### src/rtl/ascon_round_sequencer.sv
// Ascon permutation round sequencer: accepts a per-request round count, steps
// UNROLL rounds per cycle and emits per-lane round constants plus framing flags.
module ascon_round_sequencer #(
    parameter int unsigned MAX_ROUNDS = 12,
    parameter int unsigned UNROLL     = 1,
    parameter int unsigned CTR_W      = 4
) (
    input  logic                  clk,
    input  logic                  rst,
    input  logic                  start_valid,
    input  logic [CTR_W-1:0]      start_rounds,
    output logic                  start_ready,
    input  logic                  abort,
    output logic                  round_en,
    output logic [CTR_W-1:0]      round_idx,
    output logic [8*UNROLL-1:0]   rc,
    output logic                  first_round,
    output logic                  last_round,
    output logic                  done,
    output logic                  busy,
    output logic                  err
);

    localparam int unsigned SUM_W = CTR_W + 1;

    typedef enum logic [1:0] {
        S_IDLE = 2'd0,
        S_RUN  = 2'd1,
        S_DONE = 2'd2
    } state_t;

    state_t            state_q;
    logic [CTR_W-1:0]  cnt_q;
    logic [CTR_W-1:0]  n_q;
    logic              err_q;

    logic              handshake;
    logic              req_ok;
    logic [SUM_W-1:0]  cnt_sum;
    logic              is_last;

    assign handshake = start_valid && start_ready;

    // Reject zero, oversize, or counts that are not a whole number of cycles
    assign req_ok = (start_rounds != '0)
                 && ({1'b0, start_rounds} <= SUM_W'(MAX_ROUNDS))
                 && ((32'(start_rounds) % 32'(UNROLL)) == 32'd0);

    // One extra bit so the last-round compare cannot wrap
    assign cnt_sum = {1'b0, cnt_q} + SUM_W'(UNROLL);
    assign is_last = (cnt_sum == {1'b0, n_q});

    always_ff @(posedge clk or posedge rst) begin
        if (rst) begin
            state_q <= S_IDLE;
            cnt_q   <= '0;
            n_q     <= '0;
            err_q   <= 1'b0;
        end else begin
            err_q <= 1'b0;
            case (state_q)
                S_IDLE: begin
                    if (handshake) begin
                        if (req_ok) begin
                            n_q     <= start_rounds;
                            cnt_q   <= '0;
                            state_q <= S_RUN;
                        end else begin
                            err_q <= 1'b1;
                        end
                    end
                end
                S_RUN: begin
                    if (abort) begin
                        cnt_q   <= '0;
                        state_q <= S_IDLE;
                    end else begin
                        cnt_q <= CTR_W'(cnt_sum);
                        if (is_last) begin
                            state_q <= S_DONE;
                        end
                    end
                end
                S_DONE: begin
                    cnt_q   <= '0;
                    state_q <= S_IDLE;
                end
                default: begin
                    cnt_q   <= '0;
                    state_q <= S_IDLE;
                end
            endcase
        end
    end

    assign start_ready = (state_q == S_IDLE) && !abort;
    assign round_en    = (state_q == S_RUN);
    assign round_idx   = round_en ? cnt_q : '0;
    assign first_round = round_en && (cnt_q == '0);
    assign last_round  = round_en && is_last;
    assign done        = (state_q == S_DONE);
    assign busy        = (state_q != S_IDLE);
    assign err         = err_q;

    // Shorter runs start part-way into the constant table so they end on the same constant
    for (genvar k = 0; k < UNROLL; k++) begin : g_lane
        logic [SUM_W-1:0] idx;
        assign idx = SUM_W'(MAX_ROUNDS) - {1'b0, n_q} + {1'b0, cnt_q} + SUM_W'(k);
        assign rc[8*k +: 8] = round_en ? {4'hF - idx[3:0], idx[3:0]} : 8'h00;
    end

endmodule

### config.mk
export PLATFORM = sky130hd
export DESIGN_NAME = ascon_round_sequencer
export DESIGN_NICKNAME = d
export VERILOG_FILES = /design/src/rtl/ascon_round_sequencer.sv
export SDC_FILE = /design/constraint.sdc
export NUM_CORES = 1
export LEC_CHECK = 0
export ABC_AREA = 0
export ABC_CLOCK_PERIOD_IN_PS = 2050
export BUFFER_PORTS_ARGS = -buffer_cell sky130_fd_sc_hd__buf_2
export CAP_MARGIN = 0
export CORE_MARGIN = 3
export CORE_UTILIZATION = 35
export CTS_CLUSTER_DIAMETER = 40
export DETAILED_ROUTE_END_ITERATION = 10
export GPL_TIMING_DRIVEN = 1
export HOLD_SLACK_MARGIN = 0.03
export SLEW_MARGIN = 20
export SYNTH_ARGS = -nofsm -noshare
export SYNTH_HDL_FRONTEND = slang
export SYNTH_SLANG_ARGS = --single-unit
### constraint.sdc
create_clock -name clk -period 2.05 [get_ports clk]
set_clock_uncertainty 0.15 [all_clocks]
set_input_delay 0 -clock clk [delete_from_list [all_inputs] [get_ports clk]]
set_output_delay 0 -clock clk [all_outputs]
set_load 0.005 [all_outputs]
After elaboration in Yosys (flattened, before gate mapping)
Cells that the tools add are included.
Widths: inputs -> output; s select.
- bits in latches: 0
- memories kept: 0
- logic and storage cells: 42
- input port bits: 8
- bits in read-only memories: 0
- output and inout port bits: 19
- memory bits (writable): 0
- bits in registers: 11
- eq/ne operators: 6
- reduce and logical (&&, ||, !) cells: 13
- multiply operators: 0
- divide/modulo/power cells: 0
- shifts and indexed selects: 0
- magnitude comparators: 1
- bitwise operators: 0
- add/subtract/negate cells: 4
- muxes and demuxes: 14
- operator list (operator ; count):
    $mux 4 ; 4
    $mux 2 ; 4
    $mux 8 ; 1
    $pmux 4 s2 ; 1
    $sub 4x4->4 const A ; 2
    $reduce_and 3->1 ; 2
    $add 4x1->5 const B ; 1
    $eq 5x4->1 ; 1
    $logic_and 1x1->1 ; 5
    $add 4x4->4 ; 1
    $le 4x4->1 const B ; 1
    $logic_not 4->1 ; 1
    $ne 2x2->1 const B ; 2
    $pmux 2 s2 ; 1
    $reduce_bool 4->1 ; 1
    $mux 1 ; 3
    $ne 3x2->1 const B ; 1
    $eq 2x1->1 const B ; 1
    $eq 2x2->1 const B ; 1
    $logic_not 2->1 ; 1
    $reduce_and 2->1 ; 1
    $reduce_bool 2->1 ; 1
    $logic_not 1->1 ; 1

Longest topological paths before layout
- depth in word-level cells: 5
- depth in mapped cells: 9
- mapped depth without buffers: 9

Worst setup path after synthesis
OpenSTA, ideal clock, no wires.
- kind: flip-flop to output port
- from: register cnt_q[2]
- to: output rc[7]
- setup slack: 0.199 ns
- data arrival time: 1.701 ns
- data required time: 1.900 ns
- buffers on the path: 1
- cell stages (with the launch flop): 8
- cells stage by stage: dfrtp_1 -> buf_2 -> inv_1 -> ha_1 -> fa_1 -> xnor2_1 -> xnor2_1 -> and2_1
- word-level cells in the longest chain between the ends: 3
- ends and longest elaborated chain (element ; line ; RTL):
    start: declaration ; 33 ; logic [CTR_W-1:0] cnt_q;
    start signal: assignment ; 78 ; cnt_q <= CTR_W'(cnt_sum);
    $add 4x4->4 ; 108 ; assign idx = SUM_W'(MAX_ROUNDS) - {1'b0, n_q} + {1'b0, cnt_q} + SUM_W'(k);
    $sub 4x4->4 ; 109 ; assign rc[8*k +: 8] = round_en ? {4'hF - idx[3:0], idx[3:0]} : 8'h00;
    $mux 8 ; 109 ;
    end: declaration ; 16 ; output logic [8*UNROLL-1:0] rc,
Every way passes these cells.

Worst setup path in the final report
- from: register cnt_q[1]
- to: output rc[7]
Same word-level chain as after synthesis.

==> impl_metrics.yaml <==
sta:
  worst_slew_pin_slew_ns: 0.429
  slew_headroom_pct: 71.4
  finalCritPeriodShare_pct: 107
  slew_viol_final: 0
  min_period_ns: 2.20
  setup_ws_ns: -0.149
  finalHoldViolations: 0
  setup_violations: 2
  max_freq_mhz: 455
  grt_setup_unrepaired: "yes"
placed_design:
  placed_area_um2: 978
  place_inst: 141
  io_buffers: 26
  place_congestion: 0.806
  dp_hpwl_mm: 1.43
final_layout:
  fillers: 192
  area_delta_synth_final_pct: 47.2
  design_area_mm2: 0.00117
  stdcell_count: 156
  multiInputGateArea_um2: 528
  seq_area_um2: 275
  drive_gt1_share_pct: 41.9
  nets: 145
  insertedDiodeCount: 0
run_status:
  outcome: "complete, but fails checks"
  violations: "setup timing"
synth:
  yosys.area.top_type: "dfrtp_1"
  synthesis.area_um2: 795
  netlist-cell-type-count: 27
  synth_top_area_share_pct: 34.6
  synthTopCellsByArea: "dfrtp_1 35%, ha_1 9.4%, nor2_1 7.6%, inv_1 5.7%, xnor2_1 5.5%"
  synth-seq-cells: 11
  synthTopCellsByCount: "16 x nor2_1, 12 x inv_1, 11 x dfrtp_1"
  synth.most_common_cell: "nor2_1"
  synth_cells: 86
  syn_nets: 101
  avgSynthCellArea_um2: 9.24
  synth_edf_count: 0
  synth-main-ff-cell: "dfrtp_1"
  ys_seq_area_share_pct: 34.6
  yosys_warnings: 0
  async_flop_share_pct: 100
worst_setup_path:
  path_delay_family: "adder cells"
  crit_buf_inv: 2
  crit_start: "cnt_q[1]"
  crit_path_max_incr_delay_ns: 0.41
  crit_arrival_ns: 2.05
  worst-path-max-fanout: 2
  crit_slowest_cell: "dfrtp_1"
  crit_chain: "ha_4 > ha_4 > inv_2 > fa_2 > xnor2_2 > xnor2_2 > and2_1 > buf_2"
  required_ns: 1.90
  reg2reg_from: "cnt_q[0]"
  worstSetupEndpointType: "output port"
  startpoint_type: "flop"
  worstSetupPathType: "reg2out"
detailed_routing:
  drc: 0
  detail_route.vias_per_cell: 4.78
  drt_iter0_drc: 13
  first_pass_iters: 4
  num_vias: 746
  ant_nets: 0
  routed_wl_mm: 1.85
  wire_per_inst_um: 11.9
power:
  vdd_drop_max_mv: 0.644
  p_leak_nw: 0.597
  pwr_density_cell_mw_per_mm2: 1070
floorplanning:
  ios: 27
  fp.dieH_um: 53.6
  dieArea_mm2: 0.00288
  core_area_mm2: 0.00206
  rows: 16
  die_x_um: 53.6
  start_util_pct: 38.5
grt:
  grtUsageMet3_pct: 2.49
  grt_busiest_layer: "met2"
  antenna_found_initial: 0
  first_global_vias: 752
  grt_pass1_wl_mm: 3.13
  grt_util_met2_pct: 25.9
  met1_usage_pct: 18.0
  grt_start_max_net_pins: 12
  grt_usage_pct: 15.1
  overflow: 0
clock_network:
  cts_tree: "done"
  clock_path_buffers: 2
  cts_buffers: 3
  clk_pin_slew_ns: 0.08
  clkLatencyLatePin_ns: 0.27
  h-tree-depth: 1
  cts_sinks: 11
  cts_root_buf: "clkbuf_4"
min_path:
  min_path_type: "in2async"
flow_run:
  maxCapViolCount: 0
flip-flops by register name, indices dropped and copies added (netlist names):
| name | count |
|---|---|
| cnt_q | 4 |
| n_q | 4 |
| state_q | 2 |
| err | 1 |
path summary, 6_finish.rpt:
path	end	slack, ns	cells past startpoint
max	rc[7]	-0.15	8
min	err	0.11	3
max reg2reg	state_q[0]	0.19	7
min reg2reg	n_q[0]	0.37	1
max in group asynchronous	cnt_q[2]	1.34	3
min in group clk	cnt_q[3]	0.15	5
per-layer routing:
layer	part of all wire, %	wire length (µm)	vias to the layer above
met1	47	867	344
li1	-	-	373
met4	0.65	12	0
met3	5.0	92	2
met5	0	0	-
met2	48	882	27
final cells by class:
type	instances	share of cell area [%]
multi-input cells	61	45.1
flip-flops and latches	11	23.5
repair buffers	41	22.2
inverters	12	3.85
well taps	27	2.89
clock buffers	3	1.93
clock inverters	1	0.428
cell families (layout without fill, tap and decap cells):
logic type	after synthesis	count (layout)	synth area share [%]
adders and majority gates	7	7	12.0
DFF	11	11	34.6
AOI/OAI and AO/OA	9	9	8.82
and+or+nand+nor	34	34	23.8
muxes	4	4	6.14
xor gates and xnor gates	7	7	7.72
buffers and inverters	14	57	6.93
where the power goes:
part           switching (mW)  leakage, nW  internal, mW  total (mW)
Combinational           0.370        0.437         0.420       0.790
Clock                  0.0788       0.0177        0.0722       0.151
Sequential             0.0413        0.142         0.266       0.308
Total                   0.490        0.597         0.758        1.25
cells in the final DEF, fill, tap and decap left out, drive strengths merged:
| cell | instances |
|---|---|
| a21bo | 1 |
| a21oi | 1 |
| a32oi | 3 |
| and2 | 5 |
| buf | 34 |
| clkbuf | 3 |
| clkinv | 1 |
| dfrtp | 11 |
| dlygate4sd3 | 7 |
| fa | 1 |
| ha | 6 |
| inv | 12 |
| mux2 | 4 |
| nand2 | 1 |
| nand2b | 1 |
| nand3 | 3 |
| nand3b | 1 |
| nand4 | 1 |
| nor2 | 16 |
| nor2b | 2 |
| nor3 | 1 |
| nor4b | 1 |
| o2111ai | 1 |
| o211ai | 2 |
| o21ai | 1 |
| or3 | 1 |
| or4 | 1 |
| xnor2 | 5 |
| xor2 | 2 |
worst min-delay path, delay by kind of cell:
| family | cells | cell delay [ns] |
|---|---|---|
| buf+inv | 3 | 0.97 |
through the flow:
stage	util [%]	setup TNS (ns)	total power [mW]	hold slack [ns]	setup WS, ns
after global routing	56.7	-0.533	1.38	0.139	-0.264
after floorplan	-	0	0.689	-0.298	0.199
final	56.7	-0.284	1.25	0.107	-0.149
after CTS	53.0	-0.293	1.10	0.110	-0.155
after detailed placement	47.5	0	0.898	-0.136	0.0173
after global placement	47.5	0	0.885	-0.139	0.107
repair_timing:
item,CTS,global route
hold buffers,7,0
endpoints found under the hold margin,22,0
setup buffers,1,3
pin swaps,2,8
gates resized for setup,3,11
endpoints found under the setup margin,4,5
No activity file was read; power rests on OpenSTA's default activity.
